===== src/rtl/alarm_pkg.sv =====
// Shared constants for the zone-alarm buzzer interface.
// Zone encoding is also used by the alarm transmitter block, so keep it stable.
// Contents: zone codes, event types, decoder FSM states, evt_data field offsets,
// and small helpers for decoding the one-hot buzzer lines.
package alarm_pkg;

    typedef enum logic [1:0] {
        ZONE_NONE = 2'd0,
        ZONE_1    = 2'd1,
        ZONE_2    = 2'd2,
        ZONE_3    = 2'd3
    } zone_e;

    typedef enum logic [1:0] {
        EVT_GOOD  = 2'd0,
        EVT_SHORT = 2'd1,
        EVT_LONG  = 2'd2,
        EVT_MULTI = 2'd3
    } evt_type_e;

    typedef enum logic [1:0] {
        ST_IDLE     = 2'd0,
        ST_ACTIVE   = 2'd1,
        ST_ERR_WAIT = 2'd2
    } state_e;

    // evt_data layout: {type, zone, len}, len in the low bits
    localparam int EVT_LEN_LSB = 0;
    localparam int EVT_ZONE_W  = 2;
    localparam int EVT_TYPE_W  = 2;

    function automatic int evt_zone_lsb(input int len_w);
        return len_w;
    endfunction

    function automatic int evt_type_lsb(input int len_w);
        return len_w + EVT_ZONE_W;
    endfunction

    // Maps a single buzzer line to its zone; anything not one-hot is ZONE_NONE.
    function automatic zone_e zone_of(input logic [2:0] line);
        case (line)
            3'b001:  return ZONE_1;
            3'b010:  return ZONE_2;
            3'b100:  return ZONE_3;
            default: return ZONE_NONE;
        endcase
    endfunction

    function automatic logic is_onehot(input logic [2:0] v);
        return (v != 3'd0) && ((v & (v - 3'd1)) == 3'd0);
    endfunction

endpackage


===== src/rtl/evt_fifo.sv =====
// Small synchronous first-word-fall-through FIFO for decoded alarm events.
// Ports:
//   clk, rst_n   clock, asynchronous active-low reset
//   push, din    write request and data; a push while full is accepted only if pop is also set
//   pop          read request; ignored when empty
//   full, empty  status
//   head         entry at the read pointer (valid when !empty)
module evt_fifo #(
    parameter int DEPTH = 4,
    parameter int W     = 10
) (
    input  logic         clk,
    input  logic         rst_n,
    input  logic         push,
    input  logic         pop,
    input  logic [W-1:0] din,
    output logic         full,
    output logic         empty,
    output logic [W-1:0] head
);

    localparam int AW = $clog2(DEPTH);
    localparam logic [AW:0] PTR_ONE = {{AW{1'b0}}, 1'b1};

    logic [W-1:0] mem [DEPTH];
    logic [AW:0]  wr_ptr;
    logic [AW:0]  rd_ptr;
    logic         do_push;
    logic         do_pop;

    // Pointers carry one extra wrap bit to tell full from empty.
    assign empty   = (wr_ptr == rd_ptr);
    assign full    = (wr_ptr[AW] != rd_ptr[AW]) && (wr_ptr[AW-1:0] == rd_ptr[AW-1:0]);
    assign do_pop  = pop && !empty;
    // When full, a simultaneous pop frees the slot being written.
    assign do_push = push && (!full || do_pop);
    assign head    = mem[rd_ptr[AW-1:0]];

    always_ff @(posedge clk or negedge rst_n) begin
        if (!rst_n) begin
            wr_ptr <= '0;
            rd_ptr <= '0;
        end else begin
            if (do_push) wr_ptr <= wr_ptr + PTR_ONE;
            if (do_pop)  rd_ptr <= rd_ptr + PTR_ONE;
        end
    end

    always_ff @(posedge clk) begin
        if (do_push) mem[wr_ptr[AW-1:0]] <= din;
    end

endmodule


===== src/rtl/alarm_event_decoder.sv =====
// Receive side of the zone-alarm buzzer interface. Measures each pulse on the
// three one-hot buzzer lines, classifies it, and queues an event for the host.
// Ports:
//   clk, rst_n           clock, asynchronous active-low reset
//   ena                  block enable; low freezes all state and hides evt_valid
//   buzz[2:0]            buzzer lines (bit0 = zone1 .. bit2 = zone3)
//   clr                  clears good_cnt, err_cnt, ovf
//   evt_valid/evt_ready  event handshake, evt_data = {type, zone, len}
//   good_cnt, err_cnt    saturating event counters
//   ovf                  sticky: an event was dropped on a full FIFO
//
// state       | meaning
// ST_IDLE     | all lines low, waiting for a pulse
// ST_ACTIVE   | one line high, counting its length
// ST_ERR_WAIT | error already logged, waiting for all lines low
module alarm_event_decoder
    import alarm_pkg::*;
#(
    parameter int MIN_LEN    = 28,
    parameter int MAX_LEN    = 31,
    parameter int LEN_W      = 6,
    parameter int FIFO_DEPTH = 4
) (
    input  logic             clk,
    input  logic             rst_n,
    input  logic             ena,
    input  logic [2:0]       buzz,
    input  logic             clr,
    output logic             evt_valid,
    input  logic             evt_ready,
    output logic [LEN_W+3:0] evt_data,
    output logic [7:0]       good_cnt,
    output logic [7:0]       err_cnt,
    output logic             ovf
);

    localparam int ZONE_LSB = evt_zone_lsb(LEN_W);
    localparam int TYPE_LSB = evt_type_lsb(LEN_W);

    logic [2:0]       buzz_q;
    logic [2:0]       line_q;
    logic [2:0]       line_nxt;
    state_e           state;
    state_e           state_nxt;
    logic [LEN_W-1:0] len;
    logic [LEN_W-1:0] len_nxt;

    logic             push_req;
    evt_type_e        push_type;
    zone_e            push_zone;
    logic [LEN_W-1:0] push_len;
    logic [LEN_W+3:0] push_word;

    logic             push;
    logic             pop;
    logic             fifo_full;
    logic             fifo_empty;
    logic [LEN_W+3:0] fifo_head;

    always_ff @(posedge clk or negedge rst_n) begin
        if (!rst_n) begin
            buzz_q <= '0;
            line_q <= '0;
            state  <= ST_IDLE;
            len    <= '0;
        end else if (ena) begin
            buzz_q <= buzz;
            line_q <= line_nxt;
            state  <= state_nxt;
            len    <= len_nxt;
        end
    end

    always_comb begin
        state_nxt = state;
        line_nxt  = line_q;
        len_nxt   = len;
        push_req  = 1'b0;
        push_type = EVT_GOOD;
        push_zone = ZONE_NONE;
        push_len  = '0;
        case (state)
            ST_IDLE: begin
                if (is_onehot(buzz_q)) begin
                    line_nxt  = buzz_q;
                    len_nxt   = LEN_W'(1);
                    state_nxt = ST_ACTIVE;
                end else if (buzz_q != 3'd0) begin
                    push_req  = 1'b1;
                    push_type = EVT_MULTI;
                    push_len  = LEN_W'(1);
                    state_nxt = ST_ERR_WAIT;
                end
            end
            ST_ACTIVE: begin
                push_zone = zone_of(line_q);
                push_len  = len;
                if (buzz_q == line_q) begin
                    if (len < LEN_W'(MAX_LEN)) begin
                        len_nxt = len + LEN_W'(1);
                    end else begin
                        // Stuck line: log once, then ignore until it drops.
                        push_req  = 1'b1;
                        push_type = EVT_LONG;
                        push_len  = LEN_W'(MAX_LEN + 1);
                        state_nxt = ST_ERR_WAIT;
                    end
                end else if (buzz_q == 3'd0) begin
                    push_req  = 1'b1;
                    push_type = ((len >= LEN_W'(MIN_LEN)) && (len <= LEN_W'(MAX_LEN)))
                                ? EVT_GOOD : EVT_SHORT;
                    state_nxt = ST_IDLE;
                end else begin
                    push_req  = 1'b1;
                    push_type = EVT_MULTI;
                    state_nxt = ST_ERR_WAIT;
                end
            end
            ST_ERR_WAIT: begin
                if (buzz_q == 3'd0) state_nxt = ST_IDLE;
            end
            default: state_nxt = ST_IDLE;
        endcase
    end

    always_comb begin
        push_word = '0;
        push_word[EVT_LEN_LSB +: LEN_W]   = push_len;
        push_word[ZONE_LSB +: EVT_ZONE_W] = push_zone;
        push_word[TYPE_LSB +: EVT_TYPE_W] = push_type;
    end

    assign push      = ena && push_req;
    assign evt_valid = ena && !fifo_empty;
    assign pop       = evt_valid && evt_ready;
    assign evt_data  = fifo_empty ? '0 : fifo_head;

    evt_fifo #(
        .DEPTH (FIFO_DEPTH),
        .W     (LEN_W + 4)
    ) u_fifo (
        .clk   (clk),
        .rst_n (rst_n),
        .push  (push),
        .pop   (pop),
        .din   (push_word),
        .full  (fifo_full),
        .empty (fifo_empty),
        .head  (fifo_head)
    );

    // Counters follow the classification, independent of whether the push fit.
    always_ff @(posedge clk or negedge rst_n) begin
        if (!rst_n) begin
            good_cnt <= '0;
            err_cnt  <= '0;
            ovf      <= 1'b0;
        end else if (ena) begin
            if (clr) begin
                good_cnt <= '0;
                err_cnt  <= '0;
                ovf      <= 1'b0;
            end else begin
                if (push && push_type == EVT_GOOD && good_cnt != 8'hFF)
                    good_cnt <= good_cnt + 8'd1;
                if (push && push_type != EVT_GOOD && err_cnt != 8'hFF)
                    err_cnt <= err_cnt + 8'd1;
                if (push && fifo_full && !pop)
                    ovf <= 1'b1;
            end
        end
    end

endmodule


===== config.mk =====
export PLATFORM = sky130hd
export DESIGN_NAME = alarm_event_decoder
export DESIGN_NICKNAME = d
export VERILOG_FILES = /design/src/rtl/alarm_pkg.sv /design/src/rtl/evt_fifo.sv /design/src/rtl/alarm_event_decoder.sv
export SDC_FILE = /design/constraint.sdc
export NUM_CORES = 1
export LEC_CHECK = 0
export CAP_MARGIN = 10
export CORE_MARGIN = 5
export CORE_UTILIZATION = 25
export CTS_CLUSTER_SIZE = 14
export DETAILED_ROUTE_END_ITERATION = 8
export SETUP_SLACK_MARGIN = 0.4
export SYNTH_ARGS = -nofsm -noshare
export SYNTH_HDL_FRONTEND = slang
export SYNTH_SLANG_ARGS = --single-unit

===== constraint.sdc =====
create_clock -name clk -period 6 [get_ports clk]
set_input_delay 0.6 -clock clk [delete_from_list [all_inputs] [get_ports clk]]
set_output_delay 0.6 -clock clk [all_outputs]
set_load 0.03 [all_outputs]

==> results by group, run 1 <==
Timing
  – Setup Skew: 6.33 ps
  – Relative slew slack: 0.371
  – Slew Limit Fails: 0
  – Endpoints failing setup: 0
  – Period minus WS final: 3670 ps
  – Hold Slack: 485 ps
  – Unrepaired setup endpoints after global routing: false
  – Fin. Hold Viols: 0
  – Crit share post-route: 0.611
  – Worst slew pin tran: 940 ps
  – Setup TNS: 0 ps
  – Fmax: 0.273 GHz

Drt
  – 1st-iter DRT viols: 115
  – Routed len/inst: 14.2 µm
  – Drt pass-1 iters: 4
  – Vias/cell: 4.54
  – DRC violations left: 0
  – Post-DRT Antenna Nets: 0
  – Wirelength, routed: 7410 µm
  – DR vias: 2363

Power and ir drop
  – Net switching power: 687 µW
  – PwrDens: 424 mW/mm²
  – Clock network fraction of total power: 0.257
  – Sw Share: 0.360
  – Maximum vdd drop: 0.000184 V
  – Leakage: 1.68 nW
  – Gate power share: 0.348
  – Cell Int Power: 1.22 mW
  – Sequential share of power: 0.395

CTS
  – Number of buffers created by CTS: 9
  – Setup Fix Bufs, Post-CTS: 0
  – CTS Buffer Depth: 2
  – CTS sink cnt: 77
  – Clk Latency, worst-skew pair: 330 ps
  – Post-CTS resize count: 0
  – Root buf cell: clkbuf_16
  – Htree depth: 3
  – Clock-pin slew on the worst setup and hold paths: 60 ps
  – CTS tree: done
  – CTS Hold Bufs: 0

Global routing
  – Total gr overflow: 0
  – First-pass GRT wire length: 12500 µm
  – Vias in the first global route: 2508
  – Global Route Usage Sum: 0.0876
  – Largest net degree at the start of global routing: 38
  – Initial antenna violation count: 0

Yosys
  – Count of cell types in the netlist: 42
  – Ys async rst share: 0.481
  – Warnings from Yosys: 0
  – Cells after synthesis: 294
  – Flops & latches, synth: 77
  – Avg Cell Area, Syn: 12.5 µm²
  – Register area share after synthesis: 0.578
  – Syn_nets: 311
  – Number of synthesized flops with an enable pin: 40
  – Synth Flop Type: edfxtp_1
  – Post-Synthesis Cell Area: 0.00368 mm²

Flow run
  – Max cap viols: 0

Finish
  – Fillers: 1448
  – Number of diodes: 0
  – NumNets Final: 349
  – Layout cell share with drive strength beyond 1: 0.128
  – Commonest cells after routing, fill and taps aside: edfxtp_1 (40), dfrtp_1 (37), clkdlybuf4s50_1 (35)
  – Commonest non-fill, non-tap cell in the layout: edfxtp_1
  – Area growth, synth to finish: 22.2%

Die
  – Ports: 36
  – Starting density of the core: 0.254
  – Core area: 0.0145 mm²
  – Chip height: 131 µm
  – Die area: 0.0173 mm²
  – Die Wd: 131 µm
  – # rows: 44

Worst hold path
  – Worst Hold Depth: 1
  – Min-delay src: u_fifo.wr_ptr[2]$_DFFE_PN0P_
  – Hold crit path type: reg2reg
  – Worst Hold End: u_fifo.wr_ptr[2]$_DFFE_PN0P_

Worst setup path
  – Reg2reg path depth: 7
  – Crit path largest cell delay: 840 ps
  – Worst path slowest cell: dfrtp_1
  – CP cell instances: xnor2_1 -> nand2_1 -> nor2_1 -> nor2b_1 -> clkdlybuf4s50_1
  – Reg2reg end: good_cnt[7]$_DFFE_PN0P_
  – Crit end category: output port
  – Critical Path Start Type: flip-flop
  – WP data required: 5400 ps
  – Crit path max fanout: 13
  – Critical path type: reg2out
  – R2r setup slk: 3180 ps
  – RR Startpoint: len[0]$_DFFE_PN0P_
  – Crit path DAT: 3070 ps

Run status
  – Status: completed

Place
  – Gp weighted congestion: 0.752
  – HPWL after DPL: 5240 µm
  – PortBufs: 35
[area by class of cell]
cell class	count	area [µm²]	area share
tap	184	230	0.0512
clock inverter	6	47.5	0.0106
timing repair buffer	37	365	0.0812
sequential	77	2130	0.473
clock buffer	10	229	0.0509
multi-input combinational	197	1460	0.325
inverter	10	37.5	0.00834
[cells by family (layout without fill, tap and decap cells)]
logic type	Yosys count	in the layout	synth area share
adders and majority gates	9	9	0.0306
xor gates and xnor gates	18	18	0.0489
and+or+nand+nor	100	100	0.141
DFF	77	77	0.578
AOI/OAI and AO/OA	53	53	0.0951
buffers and inverters	20	63	0.0251
muxes	17	17	0.0819
[routing by layer]
metal	routed length, µm	global-route usage	part of all wire
met1	3380	0.108	0.46
met2	3660	0.147	0.49
met3	246	0.0222	0.033
met4	124	0.0360	0.017
met5	0	0	0
[cells in the mapped netlist, types with 2 or more instances]
cell type	count	area [µm²]
edfxtp_1	40	1200
dfrtp_1	37	926
nand2_1	23	86.3
nor2_1	17	63.8
o21ai_0	14	70.1
a21oi_1	13	65.1
and2_1	12	75.1
nor2b_1	12	75.1
nand3_1	11	55.1
inv_1	10	37.5
mux4_2	10	225
ha_1	9	113
xor2_1	8	70.1
xnor2_1	7	61.3
nor3_1	6	30.0
or3_1	6	37.5
clkbuf_1	5	18.8
mux2_2	5	56.3
o31ai_1	5	37.5
a211oi_1	4	30.0
o21a_1	4	30.0
or4_1	4	30.0
nand4_1	3	18.8
or3_2	3	22.5
xor2_2	3	48.8
a21o_1	2	15.0
buf_2	2	10.0
buf_6	2	22.5
mux2i_1	2	20.0
o22ai_1	2	12.5
or2_2	2	12.5
[state kept, by name, indices dropped and copies added, names as in the netlist]
signal and count:
len 6, ovf 1, state 2, u_fifo.wr_ptr 3, buzz_q 3, good_cnt 8, line_q 3, u_fifo.rd_ptr 3
err_cnt 8, u_fifo.mem 40
[worst max path at each step]
stage | from | end | slack (ps) | depth (start not counted)
after global placement | u_fifo.rd_ptr[0]$_DFFE_PN0P_ | evt_valid | 2650 | 5
final | u_fifo.rd_ptr[0]$_DFFE_PN0P_ | evt_valid | 2330 | 5
after floorplan | len[0]$_DFFE_PN0P_ | good_cnt[5]$_DFFE_PN0P_ | 3530 | 8
after global routing | u_fifo.rd_ptr[0]$_DFFE_PN0P_ | evt_valid | 2040 | 5
after CTS | u_fifo.rd_ptr[0]$_DFFE_PN0P_ | evt_valid | 2240 | 5
after detailed placement | u_fifo.rd_ptr[0]$_DFFE_PN0P_ | evt_valid | 2620 | 5
[per-stage QoR]
step	cell area [µm²]	std cells	setup slack (ps)	power, mW	util
2_1_floorplan	3680	294	3530	1.21	-
3_3_place_gp	4220	505	2650	1.42	0.292
3_5_place_dp	4220	505	2620	1.44	0.292
4_1_cts	4500	521	2240	1.94	0.311
5_1_grt	4500	521	2040	2.03	0.311
6_report	4500	521	2330	1.91	0.311
[worst max-delay path, delay by kind of cell, from the launching register on]
kind	cells	cell delay, ps
xor gates and xnor gates	1	190
buffers and inverters	1	660
DFF	1	840
and+or+nand+nor	3	1050
[power groups by stage]
stage	clock [mW]	sequential (mW)	combinational (mW)
3_3_place_gp	0	0.761	0.662
6_report	0.490	0.754	0.664
5_1_grt	0.527	0.772	0.729
4_1_cts	0.502	0.757	0.676
3_5_place_dp	0	0.767	0.673
2_1_floorplan	0	0.727	0.480
(Power assumes the default switching activity.)
==> inputs of run 2 (changes only) <==
==> constraint.sdc (replaced) <==
create_clock -name clk -period 3.7 [get_ports clk]
set_input_delay 0.37 -clock clk [delete_from_list [all_inputs] [get_ports clk]]
set_output_delay 0.37 -clock clk [all_outputs]
set_load 0.03 [all_outputs]
==> run 2 against run 1 <==
Effect of this change: sequential power is 56% higher; total power grew 68%; sequential share of layout area decreased by 0.47 points; final cell count rose by 0.38%; highest routed layer unchanged.
==> results by group, run 2 (synthesis results as in run 1) <==
CTS
  – CTS sink cnt: 77 (unchanged)
  – Root buf cell: clkbuf_16
  – CTS tree: done
  – Number of buffers created by CTS: 9 (unchanged)
  – Clock-pin slew on the worst setup and hold paths: 60 ps (about the same)
  – CTS Buffer Depth: 2 (unchanged)
  – Htree depth: 3 (unchanged)
  – Setup Fix Bufs, Post-CTS: 0 (unchanged)
  – Clk Latency, worst-skew pair: 330 ps (about the same)

Worst setup path
  – WP data required: 3330 ps (-2070 ps)
  – Critical Path Start Type: flip-flop
  – Critical path type: reg2out
  – Worst setup path start: u_fifo.rd_ptr[1]$_DFFE_PN0P_
  – Crit end category: output port
  – RR Startpoint: len[0]$_DFFE_PN0P_
  – Crit path DAT: 2570 ps (-500 ps)
  – Crit path max fanout: 13 (unchanged)

Timing
  – Unrepaired setup endpoints after global routing: false
  – Worst slew pin tran: 845 ps (-94.3 ps)
  – Setup TNS: 0 ps (unchanged)
  – Setup Skew: 8.39 ps (+2.06 ps)
  – Crit share post-route: 0.794
  – Fmax: 0.340 GHz
  – Slew Limit Fails: 0 (unchanged)
  – Relative slew slack: 0.435 (+0.0634)
  – Fin. Hold Viols: 0 (unchanged)
  – Period minus WS final: 2940 ps
  – Endpoints failing setup: 0 (unchanged)

Die
  – Core area: 0.0145 mm² (unchanged)
  – Die area: 0.0173 mm² (unchanged)
  – Ports: 36 (unchanged)
  – Starting density of the core: 0.254 (unchanged)
  – Chip height: 131 µm (unchanged)
  – # rows: 44 (unchanged)
  – Die Wd: 131 µm (unchanged)

Drt
  – M1 WL: 3440 µm (+1.7%)
  – Vias/cell: 4.65 (+2.5%)
  – DRC violations left: 0 (unchanged)
  – Wire length on met2: 3680 µm (+0.55%)
  – Drt pass-1 iters: 4 (unchanged)
  – Post-DRT Antenna Nets: 0 (unchanged)
  – 1st-iter DRT viols: 240 (+110%)
  – DR vias: 2431 (+2.9%)
  – Wirelength, routed: 7400 µm (about the same)
  – Metal3 WL: 174 µm (-29%)
  – Top Layer Used: met4
  – Routed len/inst: 14.2 µm (-0.41%)

Worst hold path
  – Min-delay src: u_fifo.wr_ptr[2]$_DFFE_PN0P_
  – Hold crit path type: reg2reg

Finish
  – Number of diodes: 0 (unchanged)
  – Area growth, synth to finish: 23.4%
  – Max reg flops: 40 (unchanged)
  – NumNets Final: 351 (+0.57%)
  – Commonest non-fill, non-tap cell in the layout: edfxtp_1
  – Final core occ: 0.314 (+0.00311)
  – Layout cell share with drive strength beyond 1: 0.139 (+0.0110)
  – Commonest cells after routing, fill and taps aside: edfxtp_1 (40), dfrtp_1 (37), clkdlybuf4s50_1 (35)

Global routing
  – First-pass GRT wire length: 12200 µm (-2.3%)
  – Total gr overflow: 0 (unchanged)
  – Largest net degree at the start of global routing: 20 (-47%)
  – Initial antenna violation count: 0 (unchanged)
  – Vias in the first global route: 2419 (-3.5%)
  – Global Route Usage Sum: 0.0868 (-0.000866)

Power and ir drop
  – Maximum vdd drop: 0.000285 V (+55%)
  – Sw Share: 0.356 (-0.00454)
  – Cell Int Power: 2.07 mW (+69%)
  – Clock network fraction of total power: 0.277 (+0.020)
  – Leakage: 1.70 nW (+1.7%)
  – Net switching power: 1.14 mW (+66%)
  – Tot Pwr: 3.20 mW (+68%)
  – PwrDens: 705 mW/mm² (+66%)
  – Sequential share of power: 0.370 (-0.025)
  – Gate power share: 0.353 (+0.005)

Run status
  – Status: completed

Place
  – Gp weighted congestion: 0.775 (+2.9%)
  – PortBufs: 35 (unchanged)
  – HPWL after DPL: 5260 µm (+0.39%)

Flow run
  – Max cap viols: 0 (unchanged)
## run 2: cell types whose count changed in the layout (fill, tap and decap cells not counted), sizes merged
cell	previous run	this run
clkinvlp	1	0
clkinv	4	1
inv	11	15
bufinv	0	1
buf	2	4
clkbuf	10	9
## run 2: area by class of cell
cell class	count	area, µm²
Clock buffer	9	225
Clock inverter	7	78.8
Fill cell	1425	9930
Inverter	10	37.5
Multi-Input combinational cell	197	1470
Sequential cell	77	2130
Tap cell	184	230
Timing Repair Buffer	39	380
## run 2: per-stage QoR
stage | instances | setup slack, ps | hold slack, ps | area (µm²)
2_1_floorplan | 294 | 1230 | 74.4 | 3680
3_3_place_gp | 507 | 728 | 478 | 4240
3_5_place_dp | 507 | 742 | 482 | 4240
4_1_cts | 523 | 659 | 491 | 4540
5_1_grt | 523 | 563 | 513 | 4540
6_report | 523 | 761 | 495 | 4540
## run 2: repair_timing
action	CTS	global route
hold buffers	0	0
gates resized for setup	1	0
endpoints found under the setup margin	1	0
endpoints found under the hold margin	0	0
## run 2: routing by layer
| layer | vias up | track usage |
|---|---|---|
| met4 | 0 | 0.0354 |
| met5 | - | 0 |
| met2 | 37 | 0.148 |
| met1 | 1223 | 0.108 |
| li1 | 1162 | - |
| met3 | 9 | 0.0164 |
## run 2: power by group through the flow
stage,Sequential [mW],Combinational (mW),Clock (mW)
finish,1.18,1.13,0.888
global route,1.21,1.24,0.943
CTS,1.19,1.16,0.909
detailed placement,1.20,1.15,0
global placement,1.20,1.13,0
floorplan,1.18,0.779,0
## run 2: worst paths after layout
path	endpoint	slack, ps	depth (start not counted)
hold reg to reg	u_fifo.wr_ptr[2]$_DFFE_PN0P_	490	1
setup reg to reg	good_cnt[4]$_DFFE_PN0P_	860	7
hold / removal	u_fifo.wr_ptr[2]$_DFFE_PN0P_	490	1
min in group asynchronous	err_cnt[0]$_DFFE_PN0P_	520	1
setup / recovery	evt_valid	760	5
max in group asynchronous	buzz_q[2]$_DFFE_PN0P_	2400	2
## run 2: worst max-delay path, stage by stage, from the launching register on
cell and delay, ps:
dfrtp_1 700, xnor2_1 180, nand2_1 100, nor2_2 460, nor2b_1 160, clkdlybuf4s50_1 640
==> inputs of run 3 (changes only) <==
==> constraint.sdc (replaced) <==
create_clock -name clk -period 2.56 [get_ports clk]
set_input_delay 0.256 -clock clk [delete_from_list [all_inputs] [get_ports clk]]
set_output_delay 0.256 -clock clk [all_outputs]
set_load 0.03 [all_outputs]
==> run 3 against run 2 <==
Effect of this change: critical path type is now reg2reg; first-iteration DRC count is 60% lower; total power is 57% higher; critical path depth is 1 higher; routed wire length is 16% higher; sequential power is 44% higher; utilization is 3.1 points higher; flip-flop and latch count stayed put.
==> results by group, run 3 (synthesis results as in run 1) <==
Run status
  – Status: completed

Finish
  – Fin cells: 557 (+6.5%)
  – Fillers: 1420 (-0.35%)
  – NumNets Final: 385 (+9.7%)
  – Area growth, synth to finish: 35.5%
  – Layout cell share with drive strength beyond 1: 0.327 (+0.188)
  – Commonest cells after routing, fill and taps aside: edfxtp_1 (40), buf_4 (36), dfrtp_1 (30)
  – Area of the multi-input gates: 0.00167 mm² (+14%)
  – Final Instance Area: 0.00499 mm² (+9.8%)
  – FF+latch area: 0.00214 mm² (+0.41%)
  – Final core occ: 0.345 (+0.0307)
  – Commonest non-fill, non-tap cell in the layout: edfxtp_1
  – Max reg flops: 40 (unchanged)
  – Number of diodes: 0 (unchanged)

Power and ir drop
  – Leakage: 1.90 nW (+11%)
  – Sw Share: 0.373 (+0.0176)
  – Cell Int Power: 3.15 mW (+53%)
  – Gate power share: 0.400 (+0.047)
  – PwrDens: 1010 mW/mm² (+43%)
  – Tot Pwr: 5.02 mW (+57%)
  – Sequential share of power: 0.339 (-0.031)
  – Maximum vdd drop: 0.000458 V (+61%)
  – Net switching power: 1.87 mW (+65%)
  – Clock network fraction of total power: 0.261 (-0.016)

Global routing
  – Largest net degree at the start of global routing: 38 (+90%)
  – Vias in the first global route: 2731 (+13%)
  – First-pass GRT wire length: 14000 µm (+15%)
  – Global Route Usage Sum: 0.0979 (+0.0111)
  – Total gr overflow: 0 (unchanged)
  – Initial antenna violation count: 0 (unchanged)

Drt
  – Post-DRT Antenna Nets: 0 (unchanged)
  – Routed len/inst: 15.5 µm (+9.4%)
  – DR vias: 2590 (+6.5%)
  – Vias/cell: 4.65 (about the same)
  – DRC violations left: 0 (unchanged)
  – 1st-iter DRT viols: 95 (-60%)
  – Wirelength, routed: 8620 µm (+16%)
  – Drt pass-1 iters: 4 (unchanged)

Die
  – # rows: 44 (unchanged)
  – Die Wd: 131 µm (unchanged)
  – Core area: 0.0145 mm² (unchanged)
  – Ports: 36 (unchanged)
  – Chip height: 131 µm (unchanged)
  – Starting density of the core: 0.254 (unchanged)
  – Die area: 0.0173 mm² (unchanged)

Place
  – PortBufs: 35 (unchanged)
  – Gp weighted congestion: 0.829 (+7.1%)
  – Placed Area: 0.00431 mm² (+1.6%)
  – HPWL after DPL: 5490 µm (+4.5%)
  – Post-placement worst setup slack: 109 ps (-633 ps)
  – Dpl cells: 516 (+1.8%)

CTS
  – Root buf cell: clkbuf_16
  – Clk Latency, worst-skew pair: 330 ps (about the same)
  – Number of buffers created by CTS: 9 (unchanged)
  – CTS tree: done
  – Clock-pin slew on the worst setup and hold paths: 70 ps (about the same)
  – CTS Buffer Depth: 2 (unchanged)
  – CTS sink cnt: 77 (unchanged)
  – Htree depth: 3 (unchanged)

Worst hold path
  – Hold crit path type: in2async

Timing
  – Period minus WS final: 2330 ps
  – Crit share post-route: 0.909
  – Fin worst setup slack: 233 ps (-528 ps)
  – Hold Slack: 31.5 ps (-463 ps)
  – Fin. Hold Viols: 0 (unchanged)
  – Relative slew slack: 0.431 (-0.00414)
  – Fmax: 0.430 GHz
  – Unrepaired setup endpoints after global routing: true
  – Slew Limit Fails: 0 (unchanged)
  – Worst slew pin tran: 854 ps (+8.86 ps)
  – Endpoints failing setup: 0 (unchanged)
  – Setup Skew: 8.75 ps (+0.354 ps)
  – Setup TNS: 0 ps (unchanged)

Worst setup path
  – Critical Path Start Type: flip-flop
  – Crit path max fanout: 7 (-6)
  – WP data required: 2820 ps (-510 ps)
  – Crit path DAT: 2580 ps (about the same)
  – R2r setup slk: 230 ps (-630 ps)
  – Critical path type: reg2reg
  – Crit end category: flip-flop

Flow run
  – Max cap viols: 0 (unchanged)
[run 3: power groups by stage]
| stage | registers (mW) | clock network [mW] | logic, mW |
|---|---|---|---|
| 2_1_floorplan | 1.71 | 0 | 1.13 |
| 3_3_place_gp | 1.70 | 0 | 1.73 |
| 3_5_place_dp | 1.71 | 0 | 1.76 |
| 4_1_cts | 1.70 | 1.33 | 1.95 |
| 5_1_grt | 1.73 | 1.40 | 2.20 |
| 6_report | 1.70 | 1.31 | 2.01 |
[run 3: path summary, 6_finish.rpt]
path	start	endpoint	depth (start not counted)
max reg2reg	buzz_q[2]$_DFFE_PN0P_	good_cnt[7]$_DFFE_PN0P_	6
max in group asynchronous	rst_n	u_fifo.rd_ptr[1]$_DFFE_PN0P_	1
max	buzz_q[2]$_DFFE_PN0P_	good_cnt[7]$_DFFE_PN0P_	6
min in group clk	u_fifo.wr_ptr[2]$_DFFE_PN0P_	u_fifo.wr_ptr[2]$_DFFE_PN0P_	1
min reg2reg	u_fifo.wr_ptr[2]$_DFFE_PN0P_	u_fifo.wr_ptr[2]$_DFFE_PN0P_	1
min	rst_n	good_cnt[2]$_DFFE_PN0P_	1
[run 3: per-layer routing]
metal,global-route usage,part of all wire,vias up,routed length (µm)
li1,-,-,1240,-
met4,0.0223,0.0070,0,60
met5,0,0,-,0
met3,0.0241,0.026,8,228
met1,0.130,0.46,1303,3930
met2,0.163,0.51,39,4410
[run 3: final cells by class]
type,instances,share of cell area
sequential,77,0.428
clock buffer,9,0.0451
tap,184,0.0462
inverter,10,0.00752
multi-input combinational,198,0.335
clock inverter,7,0.0161
timing repair buffer,72,0.122
[run 3: critical path, cell delays in order, from the launching register on]
cell     delay, ps
dfrtp_2        470
xor2_4         310
o41ai_4        150
a21o_1         240
or4_4          540
or4_1          420
a21oi_1        130
[run 3: repair_timing]
item | CTS | global route
cloned | 1 | 1
endpoints found under the setup margin | 63 | 72
resized for setup | 42 | 30
setup buffers | 20 | 3
hold buffers | 0 | 0
pin swaps | 10 | 6
==> edit 1 (config.mk and constraints of run 1) <==
Set the parameter `MIN_LEN` to 21 (it was 28).
--- a/src/rtl/alarm_event_decoder.sv
+++ b/src/rtl/alarm_event_decoder.sv
@@ -16,7 +16,7 @@
 module alarm_event_decoder
     import alarm_pkg::*;
 #(
-    parameter int MIN_LEN    = 28,
+    parameter int MIN_LEN    = 21,
     parameter int MAX_LEN    = 31,
     parameter int LEN_W      = 6,
     parameter int FIFO_DEPTH = 4
Check against the original RTL: no difference found for any inputs over 4 cycles, from zero or initial values and one cycle with rst_n low; that may be too few to reach the edited logic, so the function may still have changed.
==> edit 1 against run 1 <==
Clock power is 24% higher; sequential share of layout area fell by 1.2 points; utilization increased by 0.48 points; die area increased by 2.0%; routed wire length up 2.6%; sequential cell count is the same; synthesized area increased by 2.1%; via count is 3.3% higher; fmax up 2.7%; power up 9.1%; global-route usage increased by 0.31 points; design area grew 2.7%; count of clock-buffer cells in the layout fell by 1; setup slack improved by 0.097 ns.
==> edit 1: results (changes against run 1) <==
[place]
place_congestion=0.807  ; +7.3%
dp_cells=515  ; +2.0%
pre_cts_ws_ns=2.62  ; -0.000930 ns
dp.final_hpwl_um=5360  ; +2.2%
place_area_sq_um=4280  ; +1.5%

[timing]
hold_ws_ns=0.380  ; -0.106 ns
worstMarginPinSlew_ns=0.884  ; -0.0556 ns
clock_skew_ns=0.00611  ; -0.000220 ns
max_freq_mhz=280  ; +2.7%

[routing]
drt-total-wl_um=7600  ; +2.6%
drt-vias-per-instance=4.60  ; +1.3%
drt-initial-drc-count=117  ; +1.7%
first_pass_iters=5  ; +1

[layout]
drive_gt1_share_pct=12.1  ; -0.66 points
sh_seq_area_pct=46.0  ; -1.2 points
clk_share_pct=7.28  ; +1.1 points
seqCellArea_sq_um=2130  ; unchanged
multi_input_area_share_pct=33.4  ; +0.91 points
final_nets=360  ; +3.2%
final_cells=531  ; +1.9%
largest_reg_flops=40  ; unchanged
fillers=1486  ; +2.6%
n_all_buffers=36  ; -2.7%
multi_input_gates=210  ; +6.6%
nonClockInverterCount=8  ; -2
buffer_area_share_pct=7.64  ; -0.48 points

[power_and_ir_drop]
p_seq_share_pct=36.7  ; -2.8 points
pg_clk_uw=606  ; +24%
leakagePower_uw=0.00180  ; +7.6%
ir_worst_vdd_v=0.000161  ; -12%
switching_share_pct=35.8  ; -0.22 points
p_total_uw=2080  ; +9.1%

[setup_path]
crit_start=u_fifo.rd_ptr[0]$_DFFE_PN0P_
slowest_delay_ns=0.83
r2r_end=good_cnt[5]$_DFFE_PN0P_
rr_startpoint=len[0]$_DFFE_PN0P_
arrival_ns=2.97  ; -0.10 ns
r2r_setup_slack_ns=3.39  ; +0.21 ns
critical_path.max_fanout=13  ; unchanged

[hold_path]
hold_path.class=in2async

[yosys]
ys_types=46  ; +9.5%
synth_top_area_share_pct=31.9  ; -0.68 points
yosysSeqAreaShare_pct=56.6  ; -1.2 points
synth_cells=307  ; +4.4%
syn_nets=325  ; +4.5%
synth_area_leaders=edfxtp_1 (32%), dfrtp_1 (25%), mux4_2 (6.0%)
synth_common_cells=edfxtp_1 (40), dfrtp_1 (37), nand2_1 (33), nor2_1 (19), a21oi_1 (14)
ys_seq_elements=77  ; unchanged

[clock_tree]
cts_setup_buffers=0  ; unchanged
clock_latency_ns=0.33  ; about the same

[global_route]
grt_usage_pct=9.07  ; +0.31 points
grt_pass1_vias=2468  ; -1.6%
grt_pass1_wl_um=12700  ; +1.4%

[outcome]
status=finished clean

==> edit 1: cell types whose count changed after synthesis, sizes merged, moves of 4 or more <==
cell and delta:
nand2b +7, a211oi -4, o21ai -6, and2 -4, and3 +8, nand2 +10, or3 -7, xor2 -5
==> edit 1: kinds of logic (layout without fill, tap and decap cells) <==
family          after synthesis  after routing  share of synthesized area (%)
mux                          19             19                           8.52
buf+inv                      20             60                           2.40
simple gates                119            119                           16.6
xor+xnor                     16             16                           4.13
flops                        77             77                           56.6
compound gates               45             45                           8.25
fa+ha+maj                    11             11                           3.59
==> edit 1: layer usage <==
| metal | vias up | track usage, % | share of wire [%] |
|---|---|---|---|
| met1 | 1201 | 12.0 | 48 |
| li1 | 1195 | - | - |
| met2 | 36 | 13.9 | 47 |
| met4 | 0 | 3.29 | 1.5 |
| met3 | 8 | 2.96 | 3.8 |
| met5 | - | 0 | 0 |
==> edit 2 (flow settings as in run 1) <==
Without the edit above. Put one more register stage on the output `err_cnt`. The value now appears one clock later. The other outputs are not delayed to match.
--- a/src/rtl/alarm_event_decoder.sv
+++ b/src/rtl/alarm_event_decoder.sv
@@ -36,6 +36,8 @@
 
     localparam int ZONE_LSB = evt_zone_lsb(LEN_W);
     localparam int TYPE_LSB = evt_type_lsb(LEN_W);
+
+    logic [7:0] err_cnt_s0;
 
     logic [2:0]       buzz_q;
     logic [2:0]       line_q;
@@ -153,23 +155,27 @@
     always_ff @(posedge clk or negedge rst_n) begin
         if (!rst_n) begin
             good_cnt <= '0;
-            err_cnt  <= '0;
+            err_cnt_s0 <= '0;
             ovf      <= 1'b0;
         end else if (ena) begin
             if (clr) begin
                 good_cnt <= '0;
-                err_cnt  <= '0;
+                err_cnt_s0 <= '0;
                 ovf      <= 1'b0;
             end else begin
                 if (push && push_type == EVT_GOOD && good_cnt != 8'hFF)
                     good_cnt <= good_cnt + 8'd1;
-                if (push && push_type != EVT_GOOD && err_cnt != 8'hFF)
-                    err_cnt <= err_cnt + 8'd1;
+                if (push && push_type != EVT_GOOD && err_cnt_s0 != 8'hFF)
+                    err_cnt_s0 <= err_cnt_s0 + 8'd1;
                 if (push && fifo_full && !pop)
                     ovf <= 1'b1;
             end
         end
     end
 
+    always_ff @(posedge clk) begin
+        err_cnt <= err_cnt_s0;
+    end
+
 endmodule
 
Check against the original RTL: not equivalent (a bounded check fails within 4 cycles, from zero or initial values and one cycle with rst_n low).
==> edit 2 against run 1 <==
Die area is 4.4% higher; design area is 4.7% higher; combinational power is 0.9% lower; synthesized area is 4.7% higher; clock skew hardly changed; power is 5.1% higher; routed wire length is 2.8% higher; setup slack better by 0.21 ns; count of clock-buffer cells in the layout stayed put; sequential cell count is 8 higher; sequential power is 6.1% higher; cell count is 2.5% higher; critical endpoint is now evt_data[4]; highest routed layer unchanged.
==> edit 2: results (changes against run 1) <==
[place]
place_area_sq_um=4410  ; +4.4%
place_congestion=0.788  ; +4.7%
place.port_buffers=35  ; unchanged
pre_cts_ws_ns=2.75  ; +0.130 ns
dp_cells=518  ; +2.6%
dp.final_hpwl_um=5280  ; +0.86%

[yosys]
synthArstFlopShare_pct=43.5  ; -4.5 points
yosysSeqAreaShare_pct=59.3  ; +1.5 points
synth-edff-count=40  ; unchanged
syn_nets=320  ; +2.9%
ys_warn_count=0  ; unchanged
ys_types=52  ; +24%
synth_area_leaders=edfxtp_1 (31%), dfrtp_1 (24%), mux4_2 (5.8%)
synth_cells=303  ; +3.1%
synth_common_cells=edfxtp_1 (40), dfrtp_1 (37), nand2_1 (25), nor2_1 (18)

[timing]
hold_ws_ns=0.375  ; -0.111 ns
finalWorstSetupSlack_ns=2.54  ; +0.207 ns
final_max_slew_viol_count=0  ; unchanged
clock_skew_ns=0.00592  ; -0.000410 ns
slew_headroom_pct=44.0  ; +6.8 points

[global_route]
grt_usage_pct=8.75  ; -0.014 points
antenna_found_initial=0  ; unchanged
grt_max_degree=38  ; unchanged
grt_pass1_wl_um=12500  ; +0.38%
grt_pass1_vias=2462  ; -1.8%

[routing]
first_pass_iters=6  ; +2
drt-initial-drc-count=128  ; +11%
drt-vias-per-instance=4.48  ; -1.2%
routedWlPerCell_um=14.3  ; +0.28%

[layout]
final_cells=534  ; +2.5%
diodes=0  ; unchanged
largest_reg_flops=40  ; unchanged
final_nets=358  ; +2.6%
drive_gt1_share_pct=12.7  ; -0.043 points

[power_and_ir_drop]
p_per_area_nw_per_um2=426  ; +0.45%
ir_worst_vdd_v=0.000234  ; +27%
seq-power_uw=800  ; +6.1%
pg_clk_uw=548  ; +12%
switching_share_pct=34.4  ; -1.6 points
leakagePower_uw=0.00179  ; +6.9%

[die]
initial_core_util_pct=25.5  ; +0.028 points

[outcome]
status=finished clean

[setup_path]
rr_startpoint=len[0]$_DFFE_PN0P_
crit_family=simple AND/OR/NAND/NOR gates
endpoint=evt_data[4]
r2r_end=u_fifo.mem[2][1]$_DFFE_PP_
slowest_delay_ns=0.84  ; about the same
cpMaxStageDelayCell=dfrtp_1
worstRegToRegCells=6  ; -1
arrival_ns=2.86  ; -0.21 ns
r2r_setup_slack_ns=3.34  ; +0.16 ns

[clock_tree]
cts-resized-gates=0  ; unchanged
htreeDepth=3  ; unchanged
cts_setup_buffers=0  ; unchanged
root_buffer=clkbuf_16
clockBufferDepth=2  ; unchanged
numCtsBuffers=9  ; unchanged
clock_latency_ns=0.33  ; about the same

[hold_path]
hold_path.class=in2async

==> edit 2: metal layers <==
metal	track usage, %	up-vias	share of wire (%)
li1	-	1184	-
met1	10.8	1167	47
met2	14.3	33	48
met3	2.33	9	3.8
met4	4.07	0	1.9
met5	0	-	0
==> edit 2: layout make-up <==
| cell class | count | area, sq um |
|---|---|---|
| Sequential cell | 85 | 2290 |
| Fill cell | 1464 | 10400 |
| Clock buffer | 10 | 229 |
| Tap cell | 188 | 235 |
| Clock inverter | 6 | 72.6 |
| Multi-Input combinational cell | 200 | 1500 |
| Timing Repair Buffer | 36 | 353 |
| Inverter | 9 | 33.8 |
==> edit 2: cell families (layout without fill, tap and decap cells) <==
kind of cell               after synthesis  count (layout)  synth area share (%)
AOI/OAI and AO/OA                       48              48                  9.02
and+or+nand+nor                        104             104                  14.1
buffers and inverters                   18              61                  1.82
xor gates and xnor gates                21              21                  4.77
DFF                                     85              85                  59.3
adders and majority gates                9               9                  2.92
muxes                                   18              18                  8.08
